--- src/rtl/fixed_point_div.sv ---
// Sequential signed fixed-point divider (restoring shift-subtract, one quotient bit per cycle).
// Optional macro FIXED_POINT_DIV_SATURATE_EN selects saturating instead of wrapping overflow.
module fixed_point_div #(
    parameter int INTEGER_PART_WIDTH    = 3,
    parameter int FRACTIONAL_PART_WIDTH = 2,
    localparam int N = INTEGER_PART_WIDTH + FRACTIONAL_PART_WIDTH,
    localparam int W = N + FRACTIONAL_PART_WIDTH
) (
    input  logic                clk,
    input  logic                rst_n,
    input  logic                start,
    output logic                done,
    input  logic signed [N-1:0] a,
    input  logic signed [N-1:0] b,
    output logic signed [N-1:0] result
);

    localparam int CW = $clog2(W + 1);

    typedef enum logic [1:0] {IDLE, DIV, FINISH} state_t;

    state_t         state_reg, state_next;
    logic           sign_reg, sign_next;
    logic [N-1:0]   mag_b_reg, mag_b_next;
    logic [W-1:0]   dividend_reg, dividend_next;
    logic [N:0]     rem_reg, rem_next;
    logic [W-1:0]   q_reg, q_next;
    logic [CW-1:0]  cnt_reg, cnt_next;
    logic           done_reg, done_next;
    logic [N-1:0]   result_reg, result_next;
`ifdef FIXED_POINT_DIV_SATURATE_EN
    logic           zero_ab_reg, zero_ab_next;
    localparam logic [W-1:0] Q_POS_LIM = W'((2 ** (N - 1)) - 1);
    localparam logic [W-1:0] Q_NEG_LIM = W'(2 ** (N - 1));
`endif

    logic [N-1:0]   abs_a, abs_b;
    logic [N:0]     rem_shift, rem_sub;
    logic           rem_ge;
    logic           neg;
    logic [N-1:0]   wrapped;

    // Magnitudes are N-bit unsigned so the most negative code maps to 2^(N-1).
    assign abs_a     = a[N-1] ? (~a + 1'b1) : a;
    assign abs_b     = b[N-1] ? (~b + 1'b1) : b;
    assign rem_shift = {rem_reg[N-1:0], dividend_reg[W-1]};
    assign rem_ge    = rem_shift >= {1'b0, mag_b_reg};
    assign rem_sub   = rem_shift - {1'b0, mag_b_reg};
    assign neg       = sign_reg && (q_reg != '0);
    assign wrapped   = neg ? (~q_reg[N-1:0] + 1'b1) : q_reg[N-1:0];

    always_comb begin
        state_next    = state_reg;
        sign_next     = sign_reg;
        mag_b_next    = mag_b_reg;
        dividend_next = dividend_reg;
        rem_next      = rem_reg;
        q_next        = q_reg;
        cnt_next      = cnt_reg;
        done_next     = done_reg;
        result_next   = result_reg;
`ifdef FIXED_POINT_DIV_SATURATE_EN
        zero_ab_next  = zero_ab_reg;
`endif
        case (state_reg)
            IDLE: begin
                if (start) begin
                    state_next    = DIV;
                    sign_next     = a[N-1] ^ b[N-1];
                    mag_b_next    = abs_b;
                    dividend_next = {abs_a, {FRACTIONAL_PART_WIDTH{1'b0}}};
                    rem_next      = '0;
                    q_next        = '0;
                    cnt_next      = '0;
                    done_next     = 1'b0;
`ifdef FIXED_POINT_DIV_SATURATE_EN
                    zero_ab_next  = (a == '0) && (b == '0);
`endif
                end
            end
            DIV: begin
                rem_next      = rem_ge ? rem_sub : rem_shift;
                q_next        = {q_reg[W-2:0], rem_ge};
                dividend_next = dividend_reg << 1;
                cnt_next      = cnt_reg + 1'b1;
                if (cnt_reg == CW'(W - 1))
                    state_next = FINISH;
            end
            FINISH: begin
                state_next  = IDLE;
                done_next   = 1'b1;
`ifdef FIXED_POINT_DIV_SATURATE_EN
                // 0/0 would otherwise saturate on the all-ones quotient.
                if (zero_ab_reg)
                    result_next = '0;
                else if (!neg && (q_reg > Q_POS_LIM))
                    result_next = {1'b0, {(N-1){1'b1}}};
                else if (neg && (q_reg > Q_NEG_LIM))
                    result_next = {1'b1, {(N-1){1'b0}}};
                else
                    result_next = wrapped;
`else
                result_next = wrapped;
`endif
            end
            default: state_next = IDLE;
        endcase
    end

    always_ff @(posedge clk or negedge rst_n) begin
        if (!rst_n) begin
            state_reg    <= IDLE;
            sign_reg     <= 1'b0;
            mag_b_reg    <= '0;
            dividend_reg <= '0;
            rem_reg      <= '0;
            q_reg        <= '0;
            cnt_reg      <= '0;
            done_reg     <= 1'b1;
            result_reg   <= '0;
`ifdef FIXED_POINT_DIV_SATURATE_EN
            zero_ab_reg  <= 1'b0;
`endif
        end else begin
            state_reg    <= state_next;
            sign_reg     <= sign_next;
            mag_b_reg    <= mag_b_next;
            dividend_reg <= dividend_next;
            rem_reg      <= rem_next;
            q_reg        <= q_next;
            cnt_reg      <= cnt_next;
            done_reg     <= done_next;
            result_reg   <= result_next;
`ifdef FIXED_POINT_DIV_SATURATE_EN
            zero_ab_reg  <= zero_ab_next;
`endif
        end
    end

    assign done   = done_reg;
    assign result = result_reg;

endmodule

--- config.mk ---
export PLATFORM = sky130hd
export DESIGN_NAME = fixed_point_div
export DESIGN_NICKNAME = d
export VERILOG_FILES = /design/src/rtl/fixed_point_div.sv
export SDC_FILE = /design/constraint.sdc
export NUM_CORES = 1
export LEC_CHECK = 0
export ABC_AREA = 1
export CORE_MARGIN = 10
export CORE_UTILIZATION = 40
export CTS_CLUSTER_SIZE = 16
export DETAILED_ROUTE_END_ITERATION = 8
export PLACE_DENSITY_LB_ADDON = 0.3
export SLEW_MARGIN = 20
export SYNTH_ARGS = -nofsm -noshare
export SYNTH_HDL_FRONTEND = slang
export SYNTH_SLANG_ARGS = --single-unit
--- constraint.sdc ---
create_clock -name clk -period 2.3 [get_ports clk]
set_clock_uncertainty 0.1 [all_clocks]
set_input_delay 0.46 -clock clk [delete_from_list [all_inputs] [get_ports clk]]
set_output_delay 0.46 -clock clk [all_outputs]
set_load 0.01 [all_outputs]
==> run_results.csv <==
group,metric,value,unit
status,status,"completed",
timing,hold_violations,0,
timing,fin_setup_tns,0,ns
route,first_pass_iters,4,
placement,gp_congestion,0.807,
cells_and_area,largest_reg_flops,7,
setup_path,critPathSlowestCell,"dfstp_2",
cells_and_area,layout_common_cells,"nand2_1 (65), dfrtp_1 (33), inv_1 (30)",
clocking,cts_root_buf,"clkbuf_8",
clocking,insertion_delay,0.28,ns
route,drt_iter0_drc,85,
timing,clock.fmax,527,MHz
timing,rsz0062_at_grt,"no",
timing,fin_crit_sh,82.6,%
setup_path,arrival,1.34,ns
route,avgRoutedWirePerCell,11.7,um
setup_path,crit_path_cell_trace,"clkdlybuf4s50_1",
yosys,synth_top_family_by_area,"simple AND/OR/NAND/NOR gates",
timing,final-max-slew-violation-count,0,
pwr,p_leak,0.00110,uW
clocking,hold_buffers,0,
global_routing,gr-total-overflow,0,
cells_and_area,diodes,0,
setup_path,crit_type,"reg -> out",
clocking,clock_path_buffers,2,
global_routing,grt_use_total,10.1,%
yosys,synthCells,227,
cells_and_area,area_growth,17.3,%
yosys,synth_top_cells_by_area,"dfrtp_1 (44%), nand2_1 (13%), ha_1 (6.6%)",
yosys,synth_cell_types,33,
clocking,htree_levels,2,
cells_and_area,fill_cells,421,
yosys,yosysWarnings,0,
setup_path,crit_family,"flip-flops",
clocking,clkTransAtPathRegs,0.07,ns
yosys,synth_xor_area_share,2.78,%
cells_and_area,drive_above_1_share,9.96,%
timing,fin_crit,1.90,ns
floorplan,core,0.00447,sq mm
setup_path,cpPeakStageDelay,0.53,ns
yosys,synth-compound-area-share,10.5,%
timing,fin_ws,0.401,ns
global_routing,grt_max_degree,35,
yosys,syn_area,0.00189,sq mm
global_routing,antenna_found_initial,0,
clocking,cts_tree,"yes",
global_routing,grt_pass1_wl,6.34,mm
floorplan,die_x,88.8,um
floorplan,fp.dieH,88.8,um
route,drc,0,
placement,dpl.hpwl,2.70,mm
yosys,yosys.area_share.adder,7.68,%
cells_and_area,layout_commonest_cell,"nand2_1",
yosys,synthMuxAreaShare,0,%
yosys,synth_top_area_share,43.7,%
run,cap_violations,0,
clocking,cts_buffers,5,
yosys,synth_nets,251,
clocking,cts_sinks,34,
pwr,p_per_area,1410,mW/mm^2
route,detail-route-antenna-nets,0,
yosys,avgSynthCellArea,8.33,sq um
yosys,yosys.area.top_type,"dfrtp_1",
floorplan,core.rowCount,24,
pwr,ir_drop,360,uV
setup_path,critPathBufInv,1,
setup_path,path_max_fanout,2,
floorplan,die_area,0.00788,sq mm
hold_path,hold_path.class,"reg -> reg",
route,routed_wl,3.54,mm
placement,port_buffers,18,
floorplan,initial_core_util,42.3,%
setup_path,critPathLaunchType,"register",
route,vias_per_cell,4.89,
cells_and_area,nNetsFinal,274,
clocking,postCtsSetupBuffers,0,
floorplan,ios,19,
timing,max-slew-margin-rel,71.8,%
setup_path,required,1.74,ns
timing,setup_viol,0,
route,vias,1482,
global_routing,grt_pass1_vias,1473,
placement,place_ws,0.456,ns
yosys,yosys.area_share.simple,25.6,%
clocking,cts_resized,0,
timing,worstMarginPinSlew,0.423,ns
yosys,synth-seq-area-share,45.1,%
yosys,ys_ff_latch,34,
setup_path,end_kind,"output port",
## layout make-up
type	instances	area, sq um	share of cell area, %
Clock inverter	2	12.5	0.564
Inverter	35	131	5.92
Sequential cell	34	852	38.4
Multi-Input combinational cell	154	880	39.7
Timing Repair Buffer	20	195	8.80
Clock buffer	6	82.6	3.72
Tap cell	52	65.1	2.93
## synth_stat cells
library cell,count
inv_2,5
o21ai_1,7
nand2_1,65
nand3_1,20
a21oi_4,1
o221ai_1,1
a31oi_1,2
a21oi_1,1
nand4_1,1
inv_1,30
or2_4,1
buf_2,1
nand3b_1,3
nand3b_4,1
dfstp_2,1
dfrtp_1,33
nor2_2,2
buf_6,1
xnor2_1,1
xor2_1,5
buf_4,1
o21ai_0,12
o22ai_1,6
fa_1,1
nor2_1,4
a22oi_1,1
nor3_1,3
nand2_4,1
nand2_2,1
nor2_4,2
o211ai_1,2
clkbuf_1,1
ha_1,10
## metrics by stage
stage               utilization, %  instance area, sq um  std cells  power, uW  hold WS (ns)
floorplan                        -                  1890        227       2310        0.0644
global placement              47.5                  2120        295       2660         0.357
detailed placement            47.5                  2120        295       2690         0.356
CTS                           49.6                  2220        303       3160         0.366
global route                  49.6                  2220        303       3450         0.401
finish                        49.6                  2220        303       3120         0.362
## worst register-to-register path, delay by kind of cell, from the launching register on
family                   cells  cell delay, ns
AND/OR/NAND/NOR              6            0.56
flip-flops                   1            0.39
adder cells (fa/ha/maj)      2            0.66
## layer usage
| metal | global-route usage [%] | routed length, um | share of wire (%) |
|---|---|---|---|
| met5 | 0 | 0 | 0 |
| met3 | 1.75 | 151 | 4.3 |
| met4 | 4.85 | 70 | 2.0 |
| met1 | 13.0 | 1760 | 50 |
| met2 | 16.1 | 1560 | 44 |
## final timing paths
check / slack (ns) / startpoint / end / cells after the start
worst max-delay path: 0.40 / done / done / 1
worst min-delay path: 0.36 / done / done / 2
worst max register to register: 0.50 / mag_b_reg[0] / rem_reg[1] / 8
worst min register to register: 0.36 / done / done / 2
max in group asynchronous: 1.29 / rst_n / done / 2
min in group asynchronous: 0.48 / rst_n / mag_b_reg[2] / 2
## power breakdown
part           internal (uW)  switching, uW  leakage, uW
sequential               876            179     0.000426
clock                    240            210    0.0000472
combinational            677            942     0.000623
total                   1790           1330      0.00110
## kinds of logic after synthesis
family          count (synthesis)
compound gates                 33
flops                          34
xor+xnor                        6
buf+inv                        39
simple gates                  104
fa+ha+maj                      11
(Power assumes the default switching activity.)
